$ cat src/rtl/peripheral_bus_pkg.sv
// Shared definitions for the peripheral bus arbiter: FSM encoding, device ID field and error data.
package peripheral_bus_pkg;

   typedef enum logic [1:0] {
      ST_IDLE,
      ST_ISSUE,
      ST_WAIT,
      ST_RESP
   } bus_state_e;

   localparam int ID_MSB = 23;
   localparam int ID_LSB = 16;
   localparam int ID_WIDTH = ID_MSB - ID_LSB + 1;

   localparam logic [31:0] PERIPHERAL_BUS_ERROR_DATA = 32'hFFFF_FFFF;

   function automatic logic [ID_WIDTH-1:0] device_id(input logic [23:0] address);
      return address[ID_MSB:ID_LSB];
   endfunction

endpackage

$ cat src/rtl/peripheral_bus_timeout.sv
// WAIT-cycle watchdog for the peripheral bus arbiter; only built when PERIPHERAL_BUS_TIMEOUT_EN is defined.
module peripheral_bus_timeout
   import peripheral_bus_pkg::*;
#(
   parameter int TIMEOUT_CYCLES = 255
) (
   input  logic clk,
   input  logic rst,
   input  logic start,
   input  logic enable,
   output logic expired
);

   localparam int CNT_W = $clog2(TIMEOUT_CYCLES + 1);

   logic [CNT_W-1:0] count_q;
   logic [CNT_W-1:0] count_d;

   always_comb begin
      count_d = count_q;
      if (start) begin
         count_d = '0;
      end else if (enable && (count_q < CNT_W'(TIMEOUT_CYCLES))) begin
         count_d = count_q + CNT_W'(1);
      end
   end

   always_ff @(posedge clk) begin
      if (rst) begin
         count_q <= '0;
      end else begin
         count_q <= count_d;
      end
   end

   // count_q holds the number of completed WAIT cycles, so this fires on the last permitted one
   assign expired = enable && (count_q >= CNT_W'(TIMEOUT_CYCLES - 1));

endmodule

$ cat src/rtl/peripheral_bus_arbiter.sv
// Sequences bridge-to-peripheral transactions: decode, strobe, wait on busy, single-cycle response.
// Optional WAIT timeout is enabled with `define PERIPHERAL_BUS_TIMEOUT_EN.
module peripheral_bus_arbiter
   import peripheral_bus_pkg::*;
#(
   parameter int DEVICE_COUNT   = 4,
   parameter int TIMEOUT_CYCLES = 255
) (
   input  logic                      clk,
   input  logic                      rst,
   input  logic                      peripheralBus_we,
   input  logic                      peripheralBus_oe,
   input  logic [23:0]               peripheralBus_address,
   input  logic [3:0]                peripheralBus_byteSelect,
   input  logic [31:0]               peripheralBus_dataWrite,
   output logic                      peripheralBus_busy,
   output logic                      peripheralBus_done,
   output logic                      peripheralBus_error,
   output logic [31:0]               peripheralBus_dataRead,
   output logic [DEVICE_COUNT-1:0]   device_we,
   output logic [DEVICE_COUNT-1:0]   device_oe,
   output logic [23:0]               device_address,
   output logic [3:0]                device_byteSelect,
   output logic [31:0]               device_dataWrite,
   input  logic [DEVICE_COUNT-1:0]   device_busy,
   input  logic [32*DEVICE_COUNT-1:0] device_dataRead
);

   bus_state_e              state_q, state_d;
   logic [23:0]             addr_q, addr_d;
   logic [3:0]              bsel_q, bsel_d;
   logic [31:0]             wdata_q, wdata_d;
   logic                    is_write_q, is_write_d;
   logic [DEVICE_COUNT-1:0] sel_q, sel_d;
   logic [DEVICE_COUNT-1:0] we_q, we_d;
   logic [DEVICE_COUNT-1:0] oe_q, oe_d;
   logic                    busy_q, busy_d;
   logic                    done_q, done_d;
   logic                    error_q, error_d;
   logic [31:0]             rdata_q, rdata_d;

   logic                    req;
   logic                    req_ok;
   logic [ID_WIDTH-1:0]     req_id;
   logic [DEVICE_COUNT-1:0] req_sel;
   logic                    sel_busy;
   logic [31:0]             sel_rdata;
   logic                    timer_start;
   logic                    timer_enable;
   logic                    timeout_hit;

   assign req    = peripheralBus_we | peripheralBus_oe;
   assign req_id = device_id(peripheralBus_address);
   assign req_ok = (32'(req_id) < 32'(DEVICE_COUNT)) && (peripheralBus_we ^ peripheralBus_oe);

   // An unmapped ID decodes to an all-zero select, so no strobe can reach any device
   always_comb begin
      req_sel   = '0;
      sel_rdata = '0;
      for (int k = 0; k < DEVICE_COUNT; k++) begin
         req_sel[k] = (32'(req_id) == 32'(k));
         sel_rdata  = sel_rdata | (device_dataRead[32*k +: 32] & {32{sel_q[k]}});
      end
   end

   assign sel_busy     = |(device_busy & sel_q);
   assign timer_start  = (state_q == ST_IDLE) && req && req_ok;
   assign timer_enable = (state_q == ST_WAIT);

`ifdef PERIPHERAL_BUS_TIMEOUT_EN
   peripheral_bus_timeout #(
      .TIMEOUT_CYCLES(TIMEOUT_CYCLES)
   ) u_timeout (
      .clk     (clk),
      .rst     (rst),
      .start   (timer_start),
      .enable  (timer_enable),
      .expired (timeout_hit)
   );
`else
   logic [31:0] timeout_unused;
   assign timeout_unused = 32'(TIMEOUT_CYCLES) ^ {31'b0, timer_start ^ timer_enable};
   assign timeout_hit    = 1'b0;
`endif

   always_comb begin
      state_d    = state_q;
      addr_d     = addr_q;
      bsel_d     = bsel_q;
      wdata_d    = wdata_q;
      is_write_d = is_write_q;
      sel_d      = sel_q;
      we_d       = '0;
      oe_d       = '0;
      busy_d     = busy_q;
      done_d     = 1'b0;
      error_d    = 1'b0;
      rdata_d    = '0;

      unique case (state_q)
         ST_IDLE: begin
            if (req) begin
               addr_d     = peripheralBus_address;
               bsel_d     = peripheralBus_byteSelect;
               wdata_d    = peripheralBus_dataWrite;
               is_write_d = peripheralBus_we;
               busy_d     = 1'b1;
               if (req_ok) begin
                  sel_d   = req_sel;
                  we_d    = peripheralBus_we ? req_sel : '0;
                  oe_d    = peripheralBus_oe ? req_sel : '0;
                  state_d = ST_ISSUE;
               end else begin
                  sel_d   = '0;
                  done_d  = 1'b1;
                  error_d = 1'b1;
                  rdata_d = PERIPHERAL_BUS_ERROR_DATA;
                  state_d = ST_RESP;
               end
            end
         end
         ST_ISSUE: begin
            state_d = ST_WAIT;
         end
         // Device completion takes priority over a timeout landing on the same cycle
         ST_WAIT: begin
            if (!sel_busy) begin
               done_d  = 1'b1;
               rdata_d = is_write_q ? 32'h0 : sel_rdata;
               state_d = ST_RESP;
            end else if (timeout_hit) begin
               done_d  = 1'b1;
               error_d = 1'b1;
               rdata_d = PERIPHERAL_BUS_ERROR_DATA;
               state_d = ST_RESP;
            end
         end
         ST_RESP: begin
            busy_d  = 1'b0;
            state_d = ST_IDLE;
         end
         default: begin
            busy_d  = 1'b0;
            state_d = ST_IDLE;
         end
      endcase
   end

   always_ff @(posedge clk) begin
      if (rst) begin
         state_q    <= ST_IDLE;
         addr_q     <= '0;
         bsel_q     <= '0;
         wdata_q    <= '0;
         is_write_q <= 1'b0;
         sel_q      <= '0;
         we_q       <= '0;
         oe_q       <= '0;
         busy_q     <= 1'b0;
         done_q     <= 1'b0;
         error_q    <= 1'b0;
         rdata_q    <= '0;
      end else begin
         state_q    <= state_d;
         addr_q     <= addr_d;
         bsel_q     <= bsel_d;
         wdata_q    <= wdata_d;
         is_write_q <= is_write_d;
         sel_q      <= sel_d;
         we_q       <= we_d;
         oe_q       <= oe_d;
         busy_q     <= busy_d;
         done_q     <= done_d;
         error_q    <= error_d;
         rdata_q    <= rdata_d;
      end
   end

   assign peripheralBus_busy     = busy_q;
   assign peripheralBus_done     = done_q;
   assign peripheralBus_error    = error_q;
   assign peripheralBus_dataRead = rdata_q;
   assign device_we              = we_q;
   assign device_oe              = oe_q;
   assign device_address         = addr_q;
   assign device_byteSelect      = bsel_q;
   assign device_dataWrite       = wdata_q;

endmodule
$ cat config.mk
export PLATFORM = sky130hd
export DESIGN_NAME = peripheral_bus_arbiter
export DESIGN_NICKNAME = d
export VERILOG_FILES = /design/src/rtl/peripheral_bus_pkg.sv /design/src/rtl/peripheral_bus_timeout.sv /design/src/rtl/peripheral_bus_arbiter.sv
export SDC_FILE = /design/constraint.sdc
export NUM_CORES = 1
export LEC_CHECK = 0
export ABC_AREA = 1
export CAP_MARGIN = 20
export CORE_MARGIN = 5
export CORE_UTILIZATION = 40
export DETAILED_ROUTE_END_ITERATION = 6
export PLACE_DENSITY = 0.95
export SYNTH_ARGS = -nofsm -noshare
export SYNTH_HDL_FRONTEND = slang
export SYNTH_SLANG_ARGS = --single-unit
$ cat constraint.sdc
create_clock -name clk -period 4.4 [get_ports clk]
set_clock_uncertainty 0.2 [all_clocks]
set_input_delay 0.44 -clock clk [delete_from_list [all_inputs] [get_ports clk]]
set_output_delay 0.44 -clock clk [all_outputs]
set_load 0.01 [all_outputs]
* Yosys cells after proc, flatten, opt, wreduce, memory -nomap -nowiden
Index checks and enable logic that the tools add are counted.
** Storage, ports and cells
- Input port bits :: 196
- Register bits after elaboration :: 110
- Logic and storage cells :: 63
- Output and inout bits :: 103
** Cells by class
- Bitwise operators :: 15
- Reductions and logical operators :: 11
- Equal/unequal tests :: 8
- $lt $le $gt $ge :: 1
- Multiplexer cells :: 16
** Operator list (number)
- 32-bit bitwise AND :: 4
- 32-bit 2-to-1 mux :: 4
- 32-bit bitwise OR :: 3
- 32-bit one-hot mux with 2 select lines :: 1
- 8-bit by 2-bit == test with 1-bit output (second input constant) :: 2
- 5-bit OR reduction :: 2
- 8-bit by 1-bit == test with 1-bit output (second input constant) :: 1
- 8-bit logical NOT :: 1
- 8-bit by 3-bit less-than comparator with 1-bit output (second input constant) :: 1
- 2-bit one-hot mux with 4 select lines :: 1
- 2-bit 2-to-1 mux :: 3
- 2-bit AND reduction :: 3
- 1-bit inverter :: 5
- 4-bit bitwise AND :: 1
- 2-bit == test (second input constant) :: 2
- 1-bit 2-to-1 mux :: 4
- 4-bit 2-to-1 mux :: 1
- 2-bit inequality test (second input constant) :: 2
- 1-bit one-hot mux with 2 select lines :: 2
- 4-bit OR reduction :: 1
- 2-bit by 1-bit == test with 1-bit output (second input constant) :: 1
- 2-bit logical NOT :: 1
- 2-bit nonzero test :: 1
- 2-bit OR reduction :: 1
- other kinds (3) :: 3

* Logic depth before layout (Yosys ltp)
- Depth in word-level cells :: 7
- Gate-level depth with buffers :: 8
- Mapped depth without buffers :: 8

* Worst setup path after synthesis
No wires, ideal clock.
- Kind :: input to register
- Start :: in peripheralBus_we
- End :: reg rdata_q[10], in the netlist peripheralBus_dataRead[10]
- Required time :: 4.134 ns
- Path buffers :: 2
- Arrival time :: 1.312 ns
- Path slack :: 2.822 ns
- Cell stages on the path :: 7
- Setup time :: 0.066 ns
- Cells stage by stage :: inv_1 > ha_1 > nor2_4 > buf_6 > nand2_4 > buf_6 > a21oi_2
** On the way
- Word-level cells in the longest chain between the ends :: 5
- Elaborated cells between the ends (all ways) :: 6
- Those cells by class :: 3 x mux; 2 x bitwise; 1 x reduce/logical
** Ends and longest elaborated chain
- start, declared :: line peripheral_bus_arbiter.sv:11 : input logic peripheralBus_we,
- 1-bit bitwise XOR :: line peripheral_bus_arbiter.sv:54 : assign req_ok = (32'(req_id) < 32'(DEVICE_COUNT)) && (peripheralBus_we ^ peripheralBus_oe);
- 1-bit logical AND :: line peripheral_bus_arbiter.sv:54
- 32-bit 2-to-1 mux :: line peripheral_bus_arbiter.sv:108 : if (req_ok) begin
- 32-bit 2-to-1 mux (*) :: line peripheral_bus_arbiter.sv:102 : if (req) begin
- 32-bit one-hot mux with 2 select lines (*) :: line peripheral_bus_arbiter.sv:100 : unique case (state_q)
- end signal, assigned :: line peripheral_bus_arbiter.sv:175 : rdata_q <= rdata_d;
- end, declared :: line peripheral_bus_arbiter.sv:40 : logic [31:0] rdata_q, rdata_d;
Every way passes the cells marked *; elsewhere a longest branch is shown, timed or not.
A chain may end at the register's enable or synchronous reset.

* Worst setup path after layout
- Start :: in peripheralBus_we
- End :: reg sel_q[0]
** On the way
- Word-level cells in the longest chain between the ends :: 3
- Elaborated cells between the ends (all ways) :: 5
- Those cells by class :: 1 x mux; 2 x bitwise; 2 x reduce/logical
** Ends and longest elaborated chain
- 1-bit bitwise XOR :: line peripheral_bus_arbiter.sv:54
- 1-bit logical AND :: line peripheral_bus_arbiter.sv:54
- 4-bit 2-to-1 mux :: line peripheral_bus_arbiter.sv:108
- end signal, assigned :: line peripheral_bus_arbiter.sv:169 : sel_q <= sel_d;
- end, declared :: line peripheral_bus_arbiter.sv:34 : logic [DEVICE_COUNT-1:0] sel_q, sel_d;
Parallel ways exist; a longest one is shown, timed or not.

==> flow_summary.json <==
{
  "start_util_pct": 41.2,
  "post-dp-hpwl_um": 13600,
  "clk_latency_ns": 0.34,
  "cts_hold_buf": 0,
  "hold_start": "device_dataWrite[25]",
  "maxCapViolations": 0,
  "postRouteAntennaNets": 0,
  "syn_nets": 841,
  "root_buffer": "clkbuf_16",
  "synth_compound_area_share_pct": 12.0,
  "synth.distinct_cells": 25,
  "synth.top_cell.area_share_pct": 46.3,
  "synth_top_cell_by_area": "dfxtp_1",
  "cts_buffer_depth": 2,
  "status": "finished, final reports clean",
  "cp_slowest_cell": "inv_2",
  "ys_ff_latch": 110,
  "final_net_count": 1104,
  "seq_area_frac_synth_pct": 46.3,
  "drv_slew": 0,
  "cts_max_level": 3,
  "ir_drop_mv": 0.281,
  "synth_area_leaders": "dfxtp_1 (46%), nand2_1 (12%), nor2_1 (10%)",
  "firstDrtPassIters": 4,
  "overflow": 0,
  "required_ns": 4.46,
  "synth-simple-area-share_pct": 33.1,
  "period_needed_ns": 2.90,
  "dieArea_um2": 14200,
  "rows": 39,
  "via_per_inst": 5.13,
  "crit_path_max_fanout": 63,
  "die_x_um": 119,
  "dieHeight_um": 119,
  "routed_wl_um": 18100,
  "crit_chain": "clkdlybuf4s50_1, inv_1, ha_1, nor2_4, inv_2, nor2_2, nand2_1, a21oi_1",
  "antenna_found_initial": 0,
  "drc": 0,
  "hold_viol_final": 0,
  "maxSlewHeadroom_pct": 29.3,
  "setup.worst_path.start_class": "primary input",
  "synth_area_um2": 4760,
  "syn_area_per_cell_um2": 7.43,
  "startpoint": "peripheralBus_we",
  "cpPeakStageDelay_ns": 0.60,
  "layout_commonest_cell": "clkdlybuf4s50_1",
  "synthAdderAreaFrac_pct": 1.05,
  "min_period_over_period_pct": 65.9,
  "power.density_nw_per_um2": 447,
  "hp-class": "reg -> reg",
  "fillCellCount": 887,
  "syn2layout_area_growth_pct": 67.2,
  "core-area_um2": 11600,
  "grt_max_degree": 66,
  "r2r-start": "state_q[0]",
  "synth_mux_area_share_pct": 0,
  "first_iter_violations": 225,
  "port_buffers": 298,
  "diodes": 0,
  "cts.sinks": 110,
  "grt_pass1_wl_um": 27500,
  "dr_total_vias": 5393,
  "synthXorXnorAreaFrac_pct": 0,
  "layout_setup_ws_ns": 1.50,
  "synth_top_family_by_area": "simple AND/OR/NAND/NOR gates",
  "final_cell_mix": "clkdlybuf4s50_1 (298), nand2_1 (150), nor2_1 (130), dfxtp_1 (110), nand4_1 (64)",
  "pre_cts_slack_ns": 1.14,
  "p_leak_nw": 3.03,
  "numCtsBuffers": 9,
  "grt_pass1_vias": 5261,
  "setup_viol_count_final": 0,
  "fmax_mhz": 345,
  "arrival_ns": 2.96,
  "drive_gt1_share_pct": 5.28,
  "finalSetupTns_ns": 0,
  "worstSetupPathType": "in -> reg",
  "grt.total_usage_pct": 23.9,
  "worstMarginPinSlew_ns": 1.06,
  "syn_inst": 641,
  "cts.repair.resized": 0,
  "end_kind": "flip-flop",
  "clk_pin_slew_worst_paths_ns": 0.08,
  "io_pins": 299,
  "place_congestion": 0.790,
  "rsz0062_at_grt": "false",
  "power_mw": 3.56,
  "ys_warn_count": 0,
  "routedWlPerCell_um": 17.2,
  "cts_tree": "yes",
  "post_cts_buffers": 0
}
==> worst paths after layout <==
check	endpoint	slack, ns	cells past startpoint
worst max-delay path	sel_q[0]	1.50	8
worst min-delay path	device_dataWrite[25]	0.32	2
worst max register to register	sel_q[0]	1.59	8
worst min register to register	device_dataWrite[25]	0.32	2
==> cells in the mapped netlist <==
| library cell | count |
|---|---|
| or2_4 | 1 |
| nand2_4 | 1 |
| nor3_2 | 3 |
| a21oi_2 | 10 |
| a21oi_1 | 31 |
| clkbuf_1 | 16 |
| o21ai_0 | 62 |
| buf_4 | 3 |
| nor2_1 | 130 |
| nand4_1 | 64 |
| nand2_2 | 3 |
| dfxtp_1 | 110 |
| buf_2 | 20 |
| inv_2 | 3 |
| nor2_2 | 1 |
| nor2_4 | 2 |
| inv_1 | 8 |
| buf_6 | 12 |
| ha_1 | 4 |
| nand2_1 | 150 |
| o21ai_2 | 1 |
| nand4_2 | 1 |
| o31ai_1 | 1 |
| nand3_1 | 3 |
| buf_1 | 1 |
==> per-layer routing <==
| metal | GRT usage [%] | wire length (µm) | vias up |
|---|---|---|---|
| li1 | - | - | 2645 |
| met1 | 26.0 | 6740 | 2502 |
| met2 | 43.2 | 9010 | 227 |
| met3 | 9.48 | 2020 | 19 |
| met4 | 6.23 | 301 | 0 |
| met5 | 0 | 0 | - |
==> worst max-delay path, delay by kind of cell <==
| family | cells | cell delay, ns |
|---|---|---|
| buf+inv | 3 | 1.14 |
| compound gates | 1 | 0.14 |
| simple gates | 3 | 1.00 |
| fa+ha+maj | 1 | 0.23 |
==> cells by family after synthesis <==
group                    after synthesis
AO/OA/AOI/OAI                        105
buffers and inverters                 63
adder cells (fa/ha/maj)                4
AND/OR/NAND/NOR                      359
flip-flops                           110
==> sequential cells by signal (all words and copies together) (netlist names) <==
register	flops
device_dataWrite	32
device_we	4
sel_q	4
peripheralBus_dataRead	32
peripheralBus_error	1
peripheralBus_done	1
device_address	24
is_write_q	1
device_byteSelect	4
device_oe	4
state_q	2
peripheralBus_busy	1
==> power by group <==
group | total [mW] | internal [mW] | switching, mW
sequential | 1.36 | 1.24 | 0.113
combinational | 1.37 | 0.679 | 0.695
clock | 0.827 | 0.419 | 0.408
==> layout make-up <==
| type | instances | area, µm² | area share (%) |
|---|---|---|---|
| well taps | 143 | 179 | 2.25 |
| clock buffers | 10 | 239 | 3.00 |
| repair buffers | 304 | 3030 | 38.0 |
| clock inverters | 6 | 67.6 | 0.849 |
| multi-input cells | 468 | 2200 | 27.7 |
| inverters | 11 | 41.3 | 0.519 |
| flip-flops and latches | 110 | 2200 | 27.7 |
==> metrics by stage <==
step                hold slack, ns  std cells  util [%]  area (µm²)
finish                       0.317       1052      68.8        7960
global route                 0.349       1052      68.8        7960
CTS                          0.322       1052      68.8        7960
detailed placement           0.299       1036      66.2        7650
global placement             0.292       1036      66.2        7650
floorplan                    0.284        641         -        4760
No activity file was read; power rests on OpenSTA's default activity.
